File: config.mk
export PLATFORM = sky130hd
export DESIGN_NAME = button_position_counter_flat
export DESIGN_NICKNAME = d
export VERILOG_FILES = /design/src/rtl/rotation_pkg.sv /design/src/rtl/button_position_counter_if.sv /design/src/rtl/button_debouncer.sv /design/src/rtl/button_position_counter.sv /design/src/flat_wrapper.sv
export SDC_FILE = /design/constraint.sdc
export NUM_CORES = 1
export LEC_CHECK = 0
export ABC_AREA = 1
export ABC_CLOCK_PERIOD_IN_PS = 2900
export CAP_MARGIN = 20
export CORE_MARGIN = 2
export CORE_UTILIZATION = 55
export DETAILED_ROUTE_END_ITERATION = 6
export GPL_ROUTABILITY_DRIVEN = 0
export HOLD_SLACK_MARGIN = 0.06
export PLACE_DENSITY = 0.69
export RECOVER_POWER = 50
export REMOVE_ABC_BUFFERS = 1
export SETUP_SLACK_MARGIN = 0.1
export SYNTH_ARGS = -nofsm -noshare
export SYNTH_HDL_FRONTEND = slang
export SYNTH_SLANG_ARGS = --single-unit
export TNS_END_PERCENT = 5
File: constraint.sdc
create_clock -name clk -period 2.9 [get_ports clk]
set_input_delay 0.58 -clock clk [delete_from_list [all_inputs] [get_ports clk]]
set_output_delay 0.58 -clock clk [all_outputs]
set_load 0.005 [all_outputs]
File: src/rtl/rotation_pkg.sv
// Shared types and constants for the rotating-message display path.
// Holds the button FSM state type, the rotation position width and the
// default timing constants (50 MHz clock).
package rotation_pkg;

    // Rotation position width, shared with the character-window stage.
    localparam int unsigned POS_W = 4;

    // Default timing: 10 ms debounce, 0.5 s to first repeat, 0.25 s repeat period.
    localparam int unsigned DEF_DEBOUNCE_CYCLES = 500000;
    localparam int unsigned DEF_REPEAT_DELAY    = 25000000;
    localparam int unsigned DEF_REPEAT_PERIOD   = 12500000;

    typedef enum logic [1:0] {
        IDLE    = 2'd0,
        PRESSED = 2'd1,
        REPEAT  = 2'd2
    } btn_state_e;

    // Larger of two unsigned values, used to size the shared repeat timer.
    function automatic int unsigned max_u(input int unsigned a, input int unsigned b);
        return (a > b) ? a : b;
    endfunction

endpackage

File: src/rtl/button_position_counter_if.sv
// Button-to-position bus between the button source and the position counter.
//   button     : raw push-button level (high = pressed), driven by the master
//   counter    : current rotation position, driven by the slave
//   step_pulse : one-cycle strobe following each position update, driven by the slave
interface button_position_counter_if;
    import rotation_pkg::*;

    logic             button;
    logic [POS_W-1:0] counter;
    logic             step_pulse;

    modport master (output button, input counter, input step_pulse);
    modport slave  (input button, output counter, output step_pulse);
endinterface

File: src/rtl/button_debouncer.sv
// Two-flop synchronizer followed by a debounce counter for a raw push-button.
//   clk    : clock, rising edge
//   reset  : asynchronous, active-high
//   button : raw asynchronous button level
//   stable : debounced level, flips only after DEBOUNCE_CYCLES consecutive mismatches
module button_debouncer #(
    parameter int unsigned DEBOUNCE_CYCLES = rotation_pkg::DEF_DEBOUNCE_CYCLES
) (
    input  logic clk,
    input  logic reset,
    input  logic button,
    output logic stable
);
    localparam int unsigned      CNT_W    = $clog2(DEBOUNCE_CYCLES + 1);
    localparam logic [CNT_W-1:0] CNT_LAST = CNT_W'(DEBOUNCE_CYCLES - 1);

    logic             sync1_q;
    logic             sync2_q;
    logic             stable_q;
    logic             stable_d;
    logic [CNT_W-1:0] deb_cnt_q;
    logic [CNT_W-1:0] deb_cnt_d;

    // Synchronizer, debounced level and mismatch counter.
    always_ff @(posedge clk or posedge reset) begin
        if (reset) begin
            sync1_q   <= 1'b0;
            sync2_q   <= 1'b0;
            stable_q  <= 1'b0;
            deb_cnt_q <= '0;
        end else begin
            sync1_q   <= button;
            sync2_q   <= sync1_q;
            stable_q  <= stable_d;
            deb_cnt_q <= deb_cnt_d;
        end
    end

    // Any agreeing cycle restarts the count, so short glitches never flip the level.
    always_comb begin
        stable_d  = stable_q;
        deb_cnt_d = '0;
        if (sync2_q != stable_q) begin
            if (deb_cnt_q == CNT_LAST) begin
                stable_d = sync2_q;
            end else begin
                deb_cnt_d = deb_cnt_q + CNT_W'(1);
            end
        end
    end

    assign stable = stable_q;

endmodule

File: src/rtl/button_position_counter.sv
// Debounced push-button driven rotation position counter with auto-repeat.
//   clk   : clock, rising edge
//   reset : asynchronous, active-high; aborts any press or repeat in progress
//   bus   : slave side of button_position_counter_if
//           (button in; counter and step_pulse out, both registered)
module button_position_counter
    import rotation_pkg::*;
#(
    parameter int unsigned DEBOUNCE_CYCLES = DEF_DEBOUNCE_CYCLES,
    parameter int unsigned REPEAT_DELAY    = DEF_REPEAT_DELAY,
    parameter int unsigned REPEAT_PERIOD   = DEF_REPEAT_PERIOD
) (
    input logic                      clk,
    input logic                      reset,
    button_position_counter_if.slave bus
);
    localparam int unsigned        TIMER_W    = $clog2(max_u(REPEAT_DELAY, REPEAT_PERIOD) + 1);
    localparam logic [TIMER_W-1:0] DELAY_LAST = TIMER_W'(REPEAT_DELAY - 1);
    localparam logic [TIMER_W-1:0] PERIOD_LAST = TIMER_W'(REPEAT_PERIOD - 1);
    localparam bit                 REPEAT_EN  = (REPEAT_DELAY != 0);

    logic stable;

    btn_state_e       state_q;
    btn_state_e       state_d;
    logic [TIMER_W-1:0] timer_q;
    logic [TIMER_W-1:0] timer_d;
    logic [POS_W-1:0] counter_q;
    logic [POS_W-1:0] counter_d;
    logic             step_pulse_q;
    logic             step_pulse_d;
    logic             do_step;

    button_debouncer #(
        .DEBOUNCE_CYCLES(DEBOUNCE_CYCLES)
    ) u_debouncer (
        .clk   (clk),
        .reset (reset),
        .button(bus.button),
        .stable(stable)
    );

    // State, timer and position registers.
    always_ff @(posedge clk or posedge reset) begin
        if (reset) begin
            state_q      <= IDLE;
            timer_q      <= '0;
            counter_q    <= '0;
            step_pulse_q <= 1'b0;
        end else begin
            state_q      <= state_d;
            timer_q      <= timer_d;
            counter_q    <= counter_d;
            step_pulse_q <= step_pulse_d;
        end
    end

    // Next state, step decision and position update.
    always_comb begin
        state_d = state_q;
        timer_d = timer_q;
        do_step = 1'b0;

        case (state_q)
            IDLE: begin
                timer_d = '0;
                if (stable) begin
                    do_step = 1'b1;
                    state_d = PRESSED;
                end
            end
            PRESSED: begin
                timer_d = timer_q + TIMER_W'(1);
                if (REPEAT_EN && (timer_q == DELAY_LAST)) begin
                    do_step = 1'b1;
                    state_d = REPEAT;
                    timer_d = '0;
                end
            end
            REPEAT: begin
                timer_d = timer_q + TIMER_W'(1);
                if (timer_q == PERIOD_LAST) begin
                    do_step = 1'b1;
                    timer_d = '0;
                end
            end
            default: begin
                state_d = IDLE;
                timer_d = '0;
            end
        endcase

        // Release wins over a repeat step falling due in the same cycle.
        if (!stable) begin
            state_d = IDLE;
            timer_d = '0;
            do_step = 1'b0;
        end

        counter_d    = do_step ? (counter_q + POS_W'(1)) : counter_q;
        step_pulse_d = do_step;
    end

    assign bus.counter    = counter_q;
    assign bus.step_pulse = step_pulse_q;

endmodule

File: src/flat_wrapper.sv
// flat-port wrapper written by rule: the top's interface ports become plain ports
module button_position_counter_flat import rotation_pkg::*;
#(
    parameter int unsigned DEBOUNCE_CYCLES = DEF_DEBOUNCE_CYCLES,
    parameter int unsigned REPEAT_DELAY    = DEF_REPEAT_DELAY,
    parameter int unsigned REPEAT_PERIOD   = DEF_REPEAT_PERIOD
)
  (clk, reset, bus_button, bus_counter, bus_step_pulse);
  button_position_counter_if bus_i ();
  input logic clk;
  input logic reset;
  input wire logic [$bits(bus_i.button)-1:0] bus_button;
  output wire logic [$bits(bus_i.counter)-1:0] bus_counter;
  output wire logic [$bits(bus_i.step_pulse)-1:0] bus_step_pulse;
  assign bus_i.button = bus_button;
  assign bus_counter = bus_i.counter;
  assign bus_step_pulse = bus_i.step_pulse;
  button_position_counter #(.DEBOUNCE_CYCLES(DEBOUNCE_CYCLES), .REPEAT_DELAY(REPEAT_DELAY), .REPEAT_PERIOD(REPEAT_PERIOD)) u_core (.clk(clk), .reset(reset), .bus(bus_i));
endmodule
# Word-level counts from Yosys, hierarchy flattened
# Cells that the tools add are included.
# W data, S select, Z words.
# word_totals
latch_bits	0
out_inout_bits	5
mem_bits_rw	0
word_cells	35
ff_bits	54
mem_count	0
romBits	0
input_bits	3
# op_classes
n_addsub	3
mux	13
n_div	0
magnitude_cmp	0
eq_ne	8
bitwise_logic	0
multipliers	0
shift	0
n_reduce_logical	3
# op_table
operator	n
$mux W25	3
$pmux W25 S2	1
$mux W19	2
$add A25 B1 Y25 const B	1
$eq A25 B24 Y1 const B	1
$eq A25 B25 Y1 const B	1
$add A19 B1 Y19 const B	1
$eq A19 B19 Y1 const B	1
$pmux W2 S3	1
$add A4 B1 Y4 const B	1
$mux W2	2
$reduce_and A2 Y1	2
$mux W1	3
$ne A3 B2 Y1 const B	1
$pmux W1 S3	1
$eq A2 B1 Y1 const B	1
$eq A2 B2 Y1 const B	1
$logic_not A2 Y1	1
$ne A2 B2 Y1 const B	1
$ne A1 B1 Y1	1

# Logic depth before layout (Yosys ltp)
# Gate-level depths: netlist of the first run.
# logic_depth
depth_word	4
ltp_mapped	12
mapped_depth_nobuf	10

# Hierarchy
# From an unflattened synthesis of the first run, not the netlist that was laid out.
# unflattened
hier_cells	399
hier_area_um2	3210.6
# by_module_without_submodules
mod	cells_per_inst	n_inst	seq_area_each_um2	area_each_um2
button_position_counter	248	1	800.8	1974.4
button_debouncer	151	1	550.5	1236.2

# Least setup slack after synthesis of the first run
# Ideal clock, no wire load.
# synth_path
path_type	register to register
from	register u_core.timer_q[0]
to	register u_core.timer_q[12]
path_stages_with_launch	12
arrival_time_ns	1.411
setup_slack_ns	1.363
path_buffers	1
setup_ns	0.126
path_cell_list	dfrtp_1 -> ha_1 -> nand2_2 -> nor2_4 -> nand2_2 -> nor3_2 -> nand3_1 -> nand2_1 -> nand2_2 -> nand2_4 -> buf_12 -> nor2_2
# synth_between
elab_chain_len	4
elab_cells_between_ends	7
cone_classes	1 x add/sub; 2 x eq/ne; 4 x mux
# synth_lines
element	line_no	text
start, declared	button_position_counter.sv:26	logic [TIMER_W-1:0] timer_q;
start signal, assigned	button_position_counter.sv:52	timer_q <= timer_d;
$add A25 B1 Y25 (tied with other cells)	button_position_counter.sv:73, button_position_counter.sv:81	
$mux W25, on equally long branches	button_position_counter.sv:82, button_position_counter.sv:74	
$pmux W25 S2 (*)	button_position_counter.sv:64	case (state_q)
$mux W25 (*)	button_position_counter.sv:94	if (!stable) begin
named net u_core.timer_d[12]	button_position_counter.sv:27	logic [TIMER_W-1:0] timer_d;
# The timed path passes the listed nets; every way through them passes the cells marked *.
# A chain may end at the register's enable or synchronous reset.

# Final worst setup path of the first run
# layout_path
from	register u_core.counter_q[0], in the netlist u_core.bus.counter[0]
to	output bus_counter[0]
# layout_rtl
element	line_no	text
start, declared	button_position_counter.sv:28	logic [POS_W-1:0] counter_q;
start signal, assigned	button_position_counter.sv:53	counter_q <= counter_d;
end, declared	flat_wrapper.sv:13	output wire logic [$bits(bus_i.counter)-1:0] bus_counter;
# No word-level cell between the ends.

==> results of run 1 <==
-- metal layers --
layer	part of all wire, %	wire length (µm)	up-vias	track usage (%)
met3	4.8	324	11	2.67
met1	48	3260	1264	31.4
met4	1.7	116	0	8.98
li1	-	-	1350	-
met2	45	3090	90	35.4
met5	0	0	-	0
-- sequential cells by signal (all words and copies together), names as in the netlist --
| register | cells |
|---|---|
| u_core.timer_q | 25 |
| u_core.u_debouncer.deb_cnt_q | 19 |
| u_core.bus.counter | 4 |
| u_core.state_q | 2 |
| u_core.bus.step_pulse | 1 |
| u_core.u_debouncer.stable | 1 |
| u_core.u_debouncer.sync1_q | 1 |
| u_core.u_debouncer.sync2_q | 1 |
-- path summary, 6_finish.rpt --
path | slack [ns] | end | startpoint | cells past startpoint
setup / recovery | 1.04 | bus_counter[0] | u_core.bus.counter[0]$_DFFE_PP0P_ | 1
hold / removal | 0.37 | u_core.u_debouncer.sync2_q$_DFF_PP0_ | u_core.u_debouncer.sync1_q$_DFF_PP0_ | 0
setup reg to reg | 1.05 | u_core.timer_q[20]$_DFF_PP0_ | u_core.timer_q[0]$_DFF_PP0_ | 10
hold reg to reg | 0.37 | u_core.u_debouncer.sync2_q$_DFF_PP0_ | u_core.u_debouncer.sync1_q$_DFF_PP0_ | 0
max in group asynchronous | 1.28 | u_core.timer_q[6]$_DFF_PP0_ | reset | 3
min in group asynchronous | 0.92 | u_core.bus.counter[0]$_DFFE_PP0P_ | reset | 2
-- power breakdown --
part	internal, W	switching (W)
Sequential	0.000757	0.00000452
Combinational	0.00000853	0.0000240
Clock	0.000175	0.000265
-- stage by stage --
stage / setup WS, ns / util (%) / hold WS (ns) / std cells
floorplan: 1.01 / - / 0.331 / 417
global placement: 1.14 / 58.2 / 0.335 / 500
detailed placement: 1.07 / 58.2 / 0.347 / 500
CTS: 1.02 / 59.8 / 0.373 / 508
global route: 0.866 / 59.8 / 0.387 / 508
finish: 1.04 / 59.8 / 0.368 / 508
-- cells in the final DEF, fill, tap and decap left out, types with 2 or more instances in the layout --
cell and count:
sky130_fd_sc_hd__nand2_1 85, sky130_fd_sc_hd__nor2_1 54, sky130_fd_sc_hd__dfrtp_1 54, sky130_fd_sc_hd__inv_1 53
sky130_fd_sc_hd__nand3_1 35, sky130_fd_sc_hd__nor2_2 29, sky130_fd_sc_hd__xor2_1 21, sky130_fd_sc_hd__nand4_1 20
sky130_fd_sc_hd__nor3_1 15, sky130_fd_sc_hd__ha_1 8, sky130_fd_sc_hd__nand2_2 7, sky130_fd_sc_hd__xnor2_1 7
sky130_fd_sc_hd__clkbuf_8 5, sky130_fd_sc_hd__clkdlybuf4s50_1 5, sky130_fd_sc_hd__o21ai_0 4, sky130_fd_sc_hd__a21oi_1 4
sky130_fd_sc_hd__nor2_4 3, sky130_fd_sc_hd__nor3_2 3, sky130_fd_sc_hd__inv_2 3, sky130_fd_sc_hd__nor4_1 3
sky130_fd_sc_hd__nand3_2 2, sky130_fd_sc_hd__dlygate4sd3_1 2
-- synthesized netlist by cell type (all sizes together) (3+ instances only) --
library cell | number | area, µm²
nand2 | 93 | 374
xor2 | 21 | 184
nor4 | 3 | 18.8
inv | 56 | 210
nor3 | 18 | 105
buf | 5 | 60.1
dfrtp | 54 | 1350
nor2 | 86 | 418
nand4 | 20 | 125
o21ai | 4 | 20.0
nand3 | 37 | 195
ha | 8 | 100
xnor2 | 7 | 61.3
a21oi | 4 | 20.0
-- cells by family (layout without fill, tap and decap cells) --
family	count (synthesis)	count (layout)	synth area share, %
flip-flops	54	54	41.2
adder cells (fa/ha/maj)	8	8	3.05
AO/OA/AOI/OAI	11	11	1.87
XOR/XNOR	28	28	7.47
buffers and inverters	62	73	8.35
AND/OR/NAND/NOR	259	259	38.1
-- area by class of cell --
cell class	count	area [µm²]	area share, %
clock inverters	3	25.0	0.715
clock buffers	5	68.8	1.97
flip-flops and latches	54	1350	38.6
multi-input cells	306	1660	47.3
well taps	75	93.8	2.68
repair buffers	8	90.1	2.57
inverters	57	214	6.11
==> reports/results.txt, run 1 <==
The run finished with clean final reports. The critical path's slowest cell was sky130_fd_sc_hd__clkdlybuf4s50_1. Adding up every negative setup slack in the final design gives 0 ns. Setup repair after global routing left no endpoint under its margin. Along the worst path, the maximum fanout reaches 5. Of the available clock period, the critical path in the final layout requires 64.2%. For the number of warnings printed during yosys synthesis, the log shows 0.

The tools report the startpoint class of the critical path as a register. The tool flagged a number of max-cap violations equal to 0. In the synthesized netlist the dominant register cell turns out to be sky130_fd_sc_hd__dfrtp_1. The average wire length per cell after detail routing is 13.4 µm. The critical path goes through clkdlybuf4s50_1. The cell count after synthesis came out at 422. The count of buffer and inverter cells on the critical path works out to 1. TritonCTS built the clock tree.

Gates resized during post-CTS repair numbered 0. The total number of placement rows was 28; the initial core utilization was 56.1%. Global routing finished with a remaining overflow of 0. Clock latency on the worst-skew pair, taken at its later pin, is 0.32 ns. The run gives 208 µV as the worst ir drop on vdd. For the number of optimization iterations in the first detailed-route pass, the log shows 5. At the end of the flow, the number of nets in the layout was 443. The top achievable clock speed is 537 MHz, and the post-detailed-route count of antenna-violating nets is 0. The die is 81.2 µm wide. For the synthesized cell area, the log shows 0.00328 mm². For this run, the total global-route usage over all layers was measured as 22.5%. The total half-perimeter wirelength after legalization and detailed placement came out at 5030 µm. The die is 81.2 µm tall.

Number of distinct library cells after synthesis: 29. The fraction of final layout cells with drive strength greater than 1 was 13.4%. Number of I/O port buffers: 7.

Type of the worst setup path: reg2out. The logs give 2,539 for the number of global-route vias before repair and 41.2% for the share of the yosys chip area belonging to registers. The endpoint required time on the critical path is 2.32 ns. In the routed design, unresolved DRC markers number 0.

The largest net degree at the start of global routing was 32; the total die area was 0.00660 mm². The number of antenna diodes in the final layout is 0. The tree is rooted in a sky130_fd_sc_hd__clkbuf_8. No sink is reached through more buffers than the 2 on the longest clock path. Counting flops with an async set or reset pin after synthesis yields a share of 100%. Number of antenna violations at the first check in global routing: 0.

After clock tree synthesis, the flow added hold-fix buffers numbering 0. For this design the ratio of total power to cell area is 353 mW/mm². On the worst path, the slowest cell contributes a delay of 0.53 ns. The routed design could run at a clock period as short as 1.86 ns.

Broken down by cell family, the worst path's largest delay share belongs to buffers and inverters. CTS saw 54 sinks. For this block, the via count after detailed routing is 2,715.

Mean instance size in the synthesized netlist: 7.78 µm². After filler insertion, the fill cell instance count of the layout stands at 517. Worst min-delay path class: reg2reg.

The detailed-route vias per instance is 5.34. The final setup skew is 0.00926 ns, and the clock-pin slew of the registers on the worst-case setup and hold paths is 0.11 ns. Setup violations remaining at the end of the flow were counted as 0.

The first global-routing pass estimated 11,400 µm of wire. The placeable core region is 0.00585 mm². The number of endpoints with negative hold slack in the final report was 0; the I/O pin total was 8. The finished cells cover 0.00350 mm². The clock tree synthesis step divided the H-tree into 2 levels.

For the clock buffer count from CTS, the log shows 5. The worst setup path is captured at an output pin. For the worst relative slew slack, the log shows 34.3%.

The first routing iteration left 232 violations. The post-synthesis register bit count is 54. The worst-margin pin slew is 0.985 ns, and the power consumption is 0.00123 W. The data arrival time at the worst-slack endpoint was 1.28 ns; the buffer count from post-CTS setup fixing was 0. The standard cell area after detailed placement was 0.00341 mm²; the area growth from synthesis to layout was 6.63%. The total detailed-routing wirelength was 6790 µm. The run gives 1.45 nW as the static leakage power. In this run, synthesis inferred 0 flip-flops with an integrated enable.

The max-slew violation count came out at 0.
(Power assumes the default switching activity.)
==> run 2: changes to the inputs <==
--- a/config.mk
+++ b/config.mk
@@ -6,14 +6,14 @@
 export NUM_CORES = 1
 export LEC_CHECK = 0
 export ABC_AREA = 1
-export ABC_CLOCK_PERIOD_IN_PS = 2900
+export ABC_CLOCK_PERIOD_IN_PS = 1600
 export CAP_MARGIN = 20
 export CORE_MARGIN = 2
 export CORE_UTILIZATION = 55
 export DETAILED_ROUTE_END_ITERATION = 6
 export GPL_ROUTABILITY_DRIVEN = 0
 export HOLD_SLACK_MARGIN = 0.06
-export PLACE_DENSITY = 0.69
+export PLACE_DENSITY = 0.72
 export RECOVER_POWER = 50
 export REMOVE_ABC_BUFFERS = 1
 export SETUP_SLACK_MARGIN = 0.1
==> constraint.sdc (replaced) <==
create_clock -name clk -period 1.6 [get_ports clk]
set_input_delay 0.32 -clock clk [delete_from_list [all_inputs] [get_ports clk]]
set_output_delay 0.32 -clock clk [all_outputs]
set_load 0.005 [all_outputs]
==> run 2 against run 1 <==
Net effect:
- total power grew 81%
- sequential power grew 81%
- core utilization grew 5.5 points
- count of clock-buffer cells in the layout is the same
- first-iteration DRC count shrank 29%
- die area is the same
- non-clock buffer count grew 33
- flip-flop and latch count is the same
- worst hold slack lost 0.0042 ns
- design area grew 9.2%
- critical path type is now reg2reg
- critical endpoint is now u_core.timer_q[20]$_DFF_PP0_
- largest cell class unchanged
==> reports/results.txt, run 2 (same netlist as run 1, synthesis figures left out) <==
The flow ran to the end, and the final reports show no timing, DRC or antenna violations. The total die area was 0.00660 mm² (unchanged); the vias after detailed routing was 2,853 (+5.1%). For the total detailed-routing wirelength, the log shows 7260 µm (+6.9%). The worst hold path cell count works out to 0 (unchanged). The clock tree root driver cell is sky130_fd_sc_hd__clkbuf_8. Met2 wire length: 3640 µm (+18%). For the global-route wire length before repair, the log shows 12,000 µm (+5.0%). In the layout the commonest cells are 83 x sky130_fd_sc_hd__nand2_1, 53 x sky130_fd_sc_hd__inv_1, 53 x sky130_fd_sc_hd__dfrtp_1. For the count of placed standard cells in the final layout, fillers left out, the log shows 541 (+6.5%).

The startpoint class of the critical path was a register. The horizontal die dimension was 81.2 µm (unchanged); the number of endpoints failing setup at the final stage was 0 (unchanged). TritonCTS built the clock tree. The met3 wire length was 303 µm (-6.5%). For the number of global-route vias before repair, the log shows 2,670 (+5.2%). Initial core utilization: 56.1% (unchanged). The run gives 0.0283 ns (-1.01 ns) as the worst path setup slack after routing. Setup repair after global routing could not meet its margin everywhere. The worst relative slew slack came out at 60.7% (+26 points). Derived from the worst setup path, the maximum achievable clock frequency is 636 MHz.

The clock-pin slew of the registers on the worst-case setup and hold paths was 0.11 ns (about the same); the data arrival time at the worst-slack endpoint was 1.78 ns (+0.50 ns). The deepest level of the CTS H-tree is 2 (unchanged), and the clock network latency to the later pin of the worst-skew pair is 0.32 ns (about the same). The shortest clock period the worst path allows after layout works out to 1.57 ns. The run gives 5 (unchanged) as the clock buffer count from CTS. The post-route met1 wirelength is 3190 µm (-2.3%), and the total power divided by cell area is 584 mW/mm² (+66%). Iteration-0 DRC count of the detailed router: 165 (-29%).

The area growth from synthesis to layout is 16.4%, and the number of endpoints with negative hold slack in the final report is 0 (unchanged). The placeable core region came out at 0.00585 mm² (unchanged). The maximum fanout along the worst path works out to 11 (+6). The I/O pin total is 8 (unchanged). The number of antenna violations at the first check in global routing was 0 (unchanged); the remaining design rule violation count was 0 (unchanged).

The run gives 23.5% (+1.0 points) as the all-layer global routing usage. Count of antenna diodes in the layout: 0 (unchanged). The setup path with the least slack is of type reg2reg. The final setup skew was 0.0174 ns (+0.00816 ns). The final critical path takes up 98.2% of the cycle. The tools report the accumulated negative setup slack as 0 ns (unchanged). The startpoint identified for the worst hold timing path is u_core.u_debouncer.sync1_q$_DFF_PP0_. The number of I/O port buffers works out to 7 (unchanged). The worst-margin pin slew works out to 0.588 ns (-0.397 ns). The max-slew violation count was 0 (unchanged). The net total in the final layout is 476 (+7.4%), and the share of the core filled with cells in the final layout is 65.3% (+5.5 points). Number of flip-flops under the largest register name: 25 (unchanged). Average wire length per cell after detail routing: 13.4 µm (+0.34%). The run gives 529 (+5.8%) as the placed instance count. Clock tree buffer depth: 2 (unchanged).

The top register by number of flip-flops was u_core.timer_q. The endpoint identified for the worst register-to-register timing path is u_core.timer_q[20]$_DFF_PP0_. The run gives 0 (unchanged) as the total congestion overflow after global routing. The min-delay analysis places its worst path in the category reg2reg. For the largest net degree at the start of global routing, the log shows 26 (-19%).

The highest metal layer used by the detailed router was met4. The minimum setup slack among reg-to-reg paths is 0.03 ns (-1.02 ns). The logs give 4 (-1) for the number of optimization iterations in the first detailed-route pass and 28 (unchanged) for the total number of placement rows. The run gives 437 µV (+110%) as the worst ir drop on vdd.

The cell count of the worst reg-to-reg path came out at 11 (+1). The worst setup path is captured at a register. The post-detailed-route count of antenna-violating nets came out at 0 (unchanged). The detailed-route vias per instance came out at 5.27 (-1.3%).

The logs give 54 (unchanged) for the number of sinks handled by clock tree synthesis and 1.71 nW (+18%) for the static leakage power. The library cell used most frequently in the layout, excluding fill and tap cells, is sky130_fd_sc_hd__nand2_1. For the max capacitance violation total, the log shows 0 (unchanged).

The path with the worst hold slack has its endpoint at u_core.u_debouncer.sync2_q$_DFF_PP0_. The fraction of final layout cells with drive strength greater than 1 was 21.9% (+8.5 points). The total half-perimeter wirelength after legalization and detailed placement was 5370 µm (+6.7%). The worst setup slack before clock tree synthesis was 0.000641 ns (-1.07 ns); the endpoint required time on the critical path was 1.81 ns (-0.51 ns).

The startpoint identified for the worst register-to-register timing path is u_core.timer_q[0]$_DFF_PP0_. The power consumption came out at 0.00223 W (+81%). The die height was 81.2 µm (unchanged).
## run 2: metrics by stage
stage                     hold WS [ns]  area [µm²]
after global placement           0.334        3650
final                            0.363        3820
after global routing             0.372        3820
after floorplan                  0.331        3220
after CTS                        0.299        3760
after detailed placement         0.347        3650
## run 2: worst max-delay path by stage
stage | end | slack, ns | start
floorplan | u_core.bus.counter[0]$_DFFE_PP0P_ | -0.03 | reset
global placement | u_core.timer_q[0]$_DFF_PP0_ | 0.03 | u_core.timer_q[0]$_DFF_PP0_
detailed placement | u_core.timer_q[0]$_DFF_PP0_ | 0.0006 | u_core.timer_q[0]$_DFF_PP0_
CTS | u_core.timer_q[20]$_DFF_PP0_ | 0.008 | u_core.timer_q[0]$_DFF_PP0_
global route | u_core.timer_q[20]$_DFF_PP0_ | -0.12 | u_core.timer_q[0]$_DFF_PP0_
finish | u_core.timer_q[20]$_DFF_PP0_ | 0.03 | u_core.timer_q[0]$_DFF_PP0_
## run 2: worst max-delay path: stages, from the launching register on
cell                      delay (ns)
sky130_fd_sc_hd__dfrtp_1        0.41
sky130_fd_sc_hd__ha_4           0.16
sky130_fd_sc_hd__nand2_2        0.06
sky130_fd_sc_hd__nor2_4         0.12
sky130_fd_sc_hd__nand2_2        0.09
sky130_fd_sc_hd__nor2_2         0.11
sky130_fd_sc_hd__nand2_1        0.07
sky130_fd_sc_hd__nand2_2        0.07
sky130_fd_sc_hd__nand2_2        0.06
sky130_fd_sc_hd__nand2_4        0.11
sky130_fd_sc_hd__buf_12         0.15
sky130_fd_sc_hd__nor2_1         0.05
## run 2: cell type report
cell class	count	area, µm²
clock buffer	5	68.8
clock inverter	3	21.3
fill	500	2030
inverter	57	214
multi-input combinational	306	1720
sequential	54	1350
tap	75	93.8
timing repair buffer	41	352
## run 2: routing by layer
metal  up-vias  global-route usage, %
li1       1428                      -
met1      1333                   30.3
met2        81                   40.2
met3        11                   3.78
met4         0                   7.80
met5         -                      0
## run 2: what timing repair did
item                                   4_1_cts  5_1_grt
setup endpoints to repair                   34       53
endpoints found under the hold margin        0        0
hold buffers                                 0        0
pin swaps                                    0        4
buffers inserted                             2        2
resized for setup                            2       21
## run 2: power by group
part,internal [W],switching (W)
combinational,0.0000227,0.0000509
clock,0.000309,0.000470
sequential,0.00137,0.00000666
==> run 3: changes to the inputs <==
--- a/config.mk
+++ b/config.mk
@@ -14,10 +14,10 @@
 export GPL_ROUTABILITY_DRIVEN = 0
 export HOLD_SLACK_MARGIN = 0.06
 export PLACE_DENSITY = 0.72
-export RECOVER_POWER = 50
 export REMOVE_ABC_BUFFERS = 1
 export SETUP_SLACK_MARGIN = 0.1
 export SYNTH_ARGS = -nofsm -noshare
 export SYNTH_HDL_FRONTEND = slang
+export SYNTH_HIERARCHICAL = 1
 export SYNTH_SLANG_ARGS = --single-unit
 export TNS_END_PERCENT = 5
==> run 3 against run 2 <==
Net effect:
- the run now ends with negative setup slack left
- critical path depth down 1
- design area shrank 3.0%
- worst hold slack lost 0.0041 ns
- cell count shrank 8.1%
- synthesized area decreased by 2.2%
==> reports/results.txt, run 3 <==
The share of async-settable or async-resettable flops after synthesis works out to 100% (unchanged). The hold path startpoint is u_core/u_debouncer/sync1_q$_DFF_PP0_. The post-synthesis register bit count was 54 (unchanged). The clock buffer count from CTS is 5 (unchanged).

The iteration-0 DRC count of the detailed router was 162 (-1.8%); the mean instance size in the synthesized netlist was 8.05 µm² (+3.5%). The number of endpoints with negative hold slack in the final report came out at 0 (unchanged). Detailed-route vias per instance: 5.27 (about the same).

The placed instance count is 481 (-9.1%), and the number of sinks handled by clock tree synthesis is 54 (unchanged). The net total in the final layout came out at 436 (-8.4%). The worst register-to-register path begins at u_core/timer_q[0]$_DFF_PP0_.

Traced cell by cell, the critical path runs through ha_2, nand3_2, inv_2, nand2_2, inv_2, nand3_2, o21ai_2, nand2_4, nand2_8, nor2_1. Number of I/O port buffers: 7 (unchanged). For this design, the slowest cell found on the critical path is sky130_fd_sc_hd__dfrtp_1. In the post-synthesis netlist, the cell with the most instances is sky130_fd_sc_hd__nor2_1. The global-route wire length before repair is 11,300 µm (-5.5%). Deepest level of the CTS H-tree: 2 (unchanged).

Critical path capture point type: a register. The number of optimization iterations in the first detailed-route pass is 5 (+1), and the power consumption is 0.00236 W (+5.6%). The count of buffer and inverter cells on the critical path was 2 (+1).

The static leakage power is 1.61 nW (-5.7%). For the largest net degree at the start of global routing, the log shows 33 (+27%). The maximum fanout along the worst path came out at 7 (-4). The total detailed-routing wirelength is 6610 µm (-8.9%). The logs give 1.79 ns (-0.02 ns) for the endpoint required time on the critical path and 2,569 (-3.8%) for the number of global-route vias before repair. The worst register-to-register path ends at u_core/timer_q[12]$_DFF_PP0_. The run gives 399 (-5.5%) as the number of cells produced by synthesis.

The number of antenna violations at the first check in global routing was 0 (unchanged); the worst relative slew slack was 71.9% (+11 points). The data arrival time at the worst-slack endpoint was 1.81 ns (+0.03 ns); the clock network latency to the later pin of the worst-skew pair was 0.30 ns (-0.02 ns). The average wire length per cell after detail routing is 13.3 µm (-0.81%), and the worst ir drop on vdd is 455 µV (+4.1%). The logs give 0.00321 mm² (-2.2%) for the synthesized cell area and 0.000466 W (-12%) for the power dissipated by switching net loads. The total congestion overflow after global routing was 0 (unchanged); the number of endpoints failing setup at the final stage was 19 (+19). The all-layer global routing usage was 22.5% (-0.94 points). The tools report the number of warnings printed during yosys synthesis as 6 (+6). The tightest min-delay check is of the reg2reg type.

The area growth from synthesis to layout was 15.5%; the post-detailed-route count of antenna-violating nets was 0 (unchanged). The minimum setup slack among reg-to-reg paths was -0.02 ns (-0.05 ns). The worst setup path is of the reg2reg kind. The tools report the register share of total power as 58.5% (-3.3 points). The clock tree root driver cell was sky130_fd_sc_hd__clkbuf_8. The clock tree buffer depth was 2 (unchanged).

The power share of the clock group is 38.9% (+4.0 points), and the total half-perimeter wirelength after legalization and detailed placement is 4580 µm (-15%). STA classifies the critical path startpoint as a register. The tools report the total die area as 0.00646 mm² (-2.1%). The initial core utilization is 57.6% (+1.5 points). For the vias after detailed routing, the log shows 2,619 (-8.2%).

The flow ran to the end, but the final reports show violations. The instance count on the critical path was 10 (-1). The register with the most flip-flops in the final layout is u_core/timer_q.

The run gives 0 (unchanged) as the remaining design rule violation count. The share of the yosys chip area belonging to registers came out at 42.1% (+0.91 points). The cell count of the worst reg-to-reg path works out to 10 (-1). The library cell used most frequently in the layout, excluding fill and tap cells, is sky130_fd_sc_hd__nor2_1. The worst-margin pin slew was 0.421 ns (-0.167 ns). The internal power of the cells is 0.00189 W (+11%). The final setup skew was 0.00699 ns (-0.0104 ns). Leaving out fill and tap cells, the most frequent cells in the layout are 65 x sky130_fd_sc_hd__nor2_1, 62 x sky130_fd_sc_hd__nand2_1, 54 x sky130_fd_sc_hd__dfrtp_1. The worst hold path cell count works out to 0 (unchanged). The count of antenna diodes in the layout was 0 (unchanged).

The number of synthesized flops with an enable pin works out to 0 (unchanged). Number of flip-flops under the largest register name: 25 (unchanged). The worst hold path terminates at u_core/u_debouncer/sync2_q$_DFF_PP0_.

Setup repair after global routing could not meet its margin everywhere. Counting instances in the post-synthesis netlist gives the leading cell types as 70 x sky130_fd_sc_hd__nor2_1, 65 x sky130_fd_sc_hd__nand2_1, 54 x sky130_fd_sc_hd__dfrtp_1. The run gives 32 (+10%) as the number of distinct library cells after synthesis. The part of the power in combinational logic was 2.6% (-0.7 points); the placeable core region was 0.00557 mm² (-4.7%). The cell family contributing the most delay on the critical path is simple AND/OR/NAND/NOR gates. The shortest clock period the worst path allows after layout came out at 1.62 ns (+0.0518 ns). The largest stage delay on the critical path was 0.37 ns (-0.04 ns). The worst path setup slack after routing is -0.0235 ns (-0.0518 ns). The final reports fail on negative setup slack.

Die height: 80.4 µm (-1.0%). TritonCTS built the clock tree. The top achievable clock speed is 616 MHz (-3.2%), and the final cycle utilization of the critical path is 101% (+3.2 points). The I/O pin total is 8 (unchanged), and the number of hold buffers added after CTS is 0 (unchanged).

The total power divided by cell area is 635 mW/mm² (+8.8%). The net switching fraction of the power is 19.8% (-3.9 points). The library cell with the largest summed area after synthesis is sky130_fd_sc_hd__dfrtp_1. After synthesis, the cell types taking the most area are sky130_fd_sc_hd__dfrtp_1 42%, sky130_fd_sc_hd__nor2_1 8.2%, sky130_fd_sc_hd__nand2_1 7.6%, sky130_fd_sc_hd__inv_1 5.8%, sky130_fd_sc_hd__xor2_1 5.7%. Clock-pin slew of the registers on the worst-case setup and hold paths: 0.09 ns (-0.02 ns).

The fraction of synthesized cell area taken by the top area cell type was 42.1% (+0.91 points). The tools report the total number of placement rows as 27 (-3.6%). For this run, the leading register cell type out of synthesis is sky130_fd_sc_hd__dfrtp_1.

For the count of placed standard cells in the final layout, fillers left out, the log shows 497 (-8.1%). The max-slew violation count is 0 (unchanged), and the fraction of final layout cells with drive strength greater than 1 is 22.4% (+0.46 points). The max capacitance violation total was 0 (unchanged); the horizontal die dimension was 80.4 µm (-1.0%).
-- run 3: cell types whose count changed after synthesis, sizes merged, moves of 3 or more --
cell / change
nand3: -5
nor4: -3
nor2: +8
nand2: -14
nor3: -10
o21ai: +5
nand4: -7
-- run 3: power by group through the flow --
| stage | registers, W | logic [W] | clock network [W] |
|---|---|---|---|
| after floorplan | 0.00140 | 0.0000413 | 0 |
| after global placement | 0.00140 | 0.0000619 | 0 |
| after detailed placement | 0.00140 | 0.0000635 | 0 |
| after CTS | 0.00138 | 0.0000637 | 0.000953 |
| after global routing | 0.00138 | 0.0000745 | 0.00101 |
| final | 0.00138 | 0.0000617 | 0.000916 |
-- run 3: timing repair --
| item | 4_1_cts | 5_1_grt |
|---|---|---|
| pin swaps | 6 | 8 |
| cloned | 3 | 0 |
| setup buffers | 5 | 1 |
| gates resized for setup | 8 | 19 |
| setup endpoints to repair | 35 | 47 |
-- run 3: worst max path at each step --
stage,startpoint,endpoint
2_1_floorplan,u_core/timer_q[0]$_DFF_PP0_,u_core/timer_q[19]$_DFF_PP0_
4_1_cts,u_core/timer_q[0]$_DFF_PP0_,u_core/timer_q[19]$_DFF_PP0_
3_3_place_gp,u_core/timer_q[1]$_DFF_PP0_,u_core/timer_q[21]$_DFF_PP0_
6_report,u_core/timer_q[0]$_DFF_PP0_,u_core/timer_q[12]$_DFF_PP0_
3_5_place_dp,u_core/timer_q[1]$_DFF_PP0_,u_core/timer_q[19]$_DFF_PP0_
5_1_grt,u_core/timer_q[0]$_DFF_PP0_,u_core/timer_q[15]$_DFF_PP0_
-- run 3: logic make-up (layout without fill, tap and decap cells) --
logic type	count (synthesis)	after routing	share of synthesized area, %
and+or+nand+nor	229	232	35.7
xor gates and xnor gates	28	28	7.87
buffers and inverters	62	85	7.99
AOI/OAI and AO/OA	18	18	3.20
DFF	54	54	42.1
adders and majority gates	8	8	3.12
-- run 3: cell type report --
| type | instances | area (µm²) |
|---|---|---|
| inverter | 55 | 210 |
| clock inverter | 1 | 30.0 |
| fill | 459 | 1870 |
| tap | 72 | 90.1 |
| clock buffer | 6 | 82.6 |
| sequential | 54 | 1350 |
| timing repair buffer | 23 | 213 |
| multi-input combinational | 286 | 1730 |
-- run 3: through the flow --
step | hold WS [ns] | TNS (ns) | utilization [%] | area [µm²] | setup slack, ns
after floorplan | 0.309 | 0 | - | 3160 | 0.0617
after global routing | 0.377 | -3.00 | 66.5 | 3710 | -0.122
after detailed placement | 0.340 | -1.58 | 60.9 | 3400 | -0.0994
after CTS | 0.362 | 0 | 65.2 | 3640 | 0.0307
final | 0.359 | -0.189 | 66.5 | 3710 | -0.0235
after global placement | 0.335 | -0.0350 | 60.9 | 3400 | -0.0118
-- run 3: routing by layer --
metal,routed length (µm),vias to the layer above,global-route usage (%)
met5,0,-,0
met4,83,0,8.98
met3,269,8,4.16
met2,3390,73,38.9
met1,2870,1244,27.8
li1,-,1294,-
-- run 3: worst reg2reg max path: cells and delay by family (launching register included) --
family,cells,cell delay (ns)
AOI/OAI and AO/OA,1,0.19
adders and majority gates,1,0.19
DFF,1,0.37
and+or+nand+nor,6,0.60
buffers and inverters,2,0.16
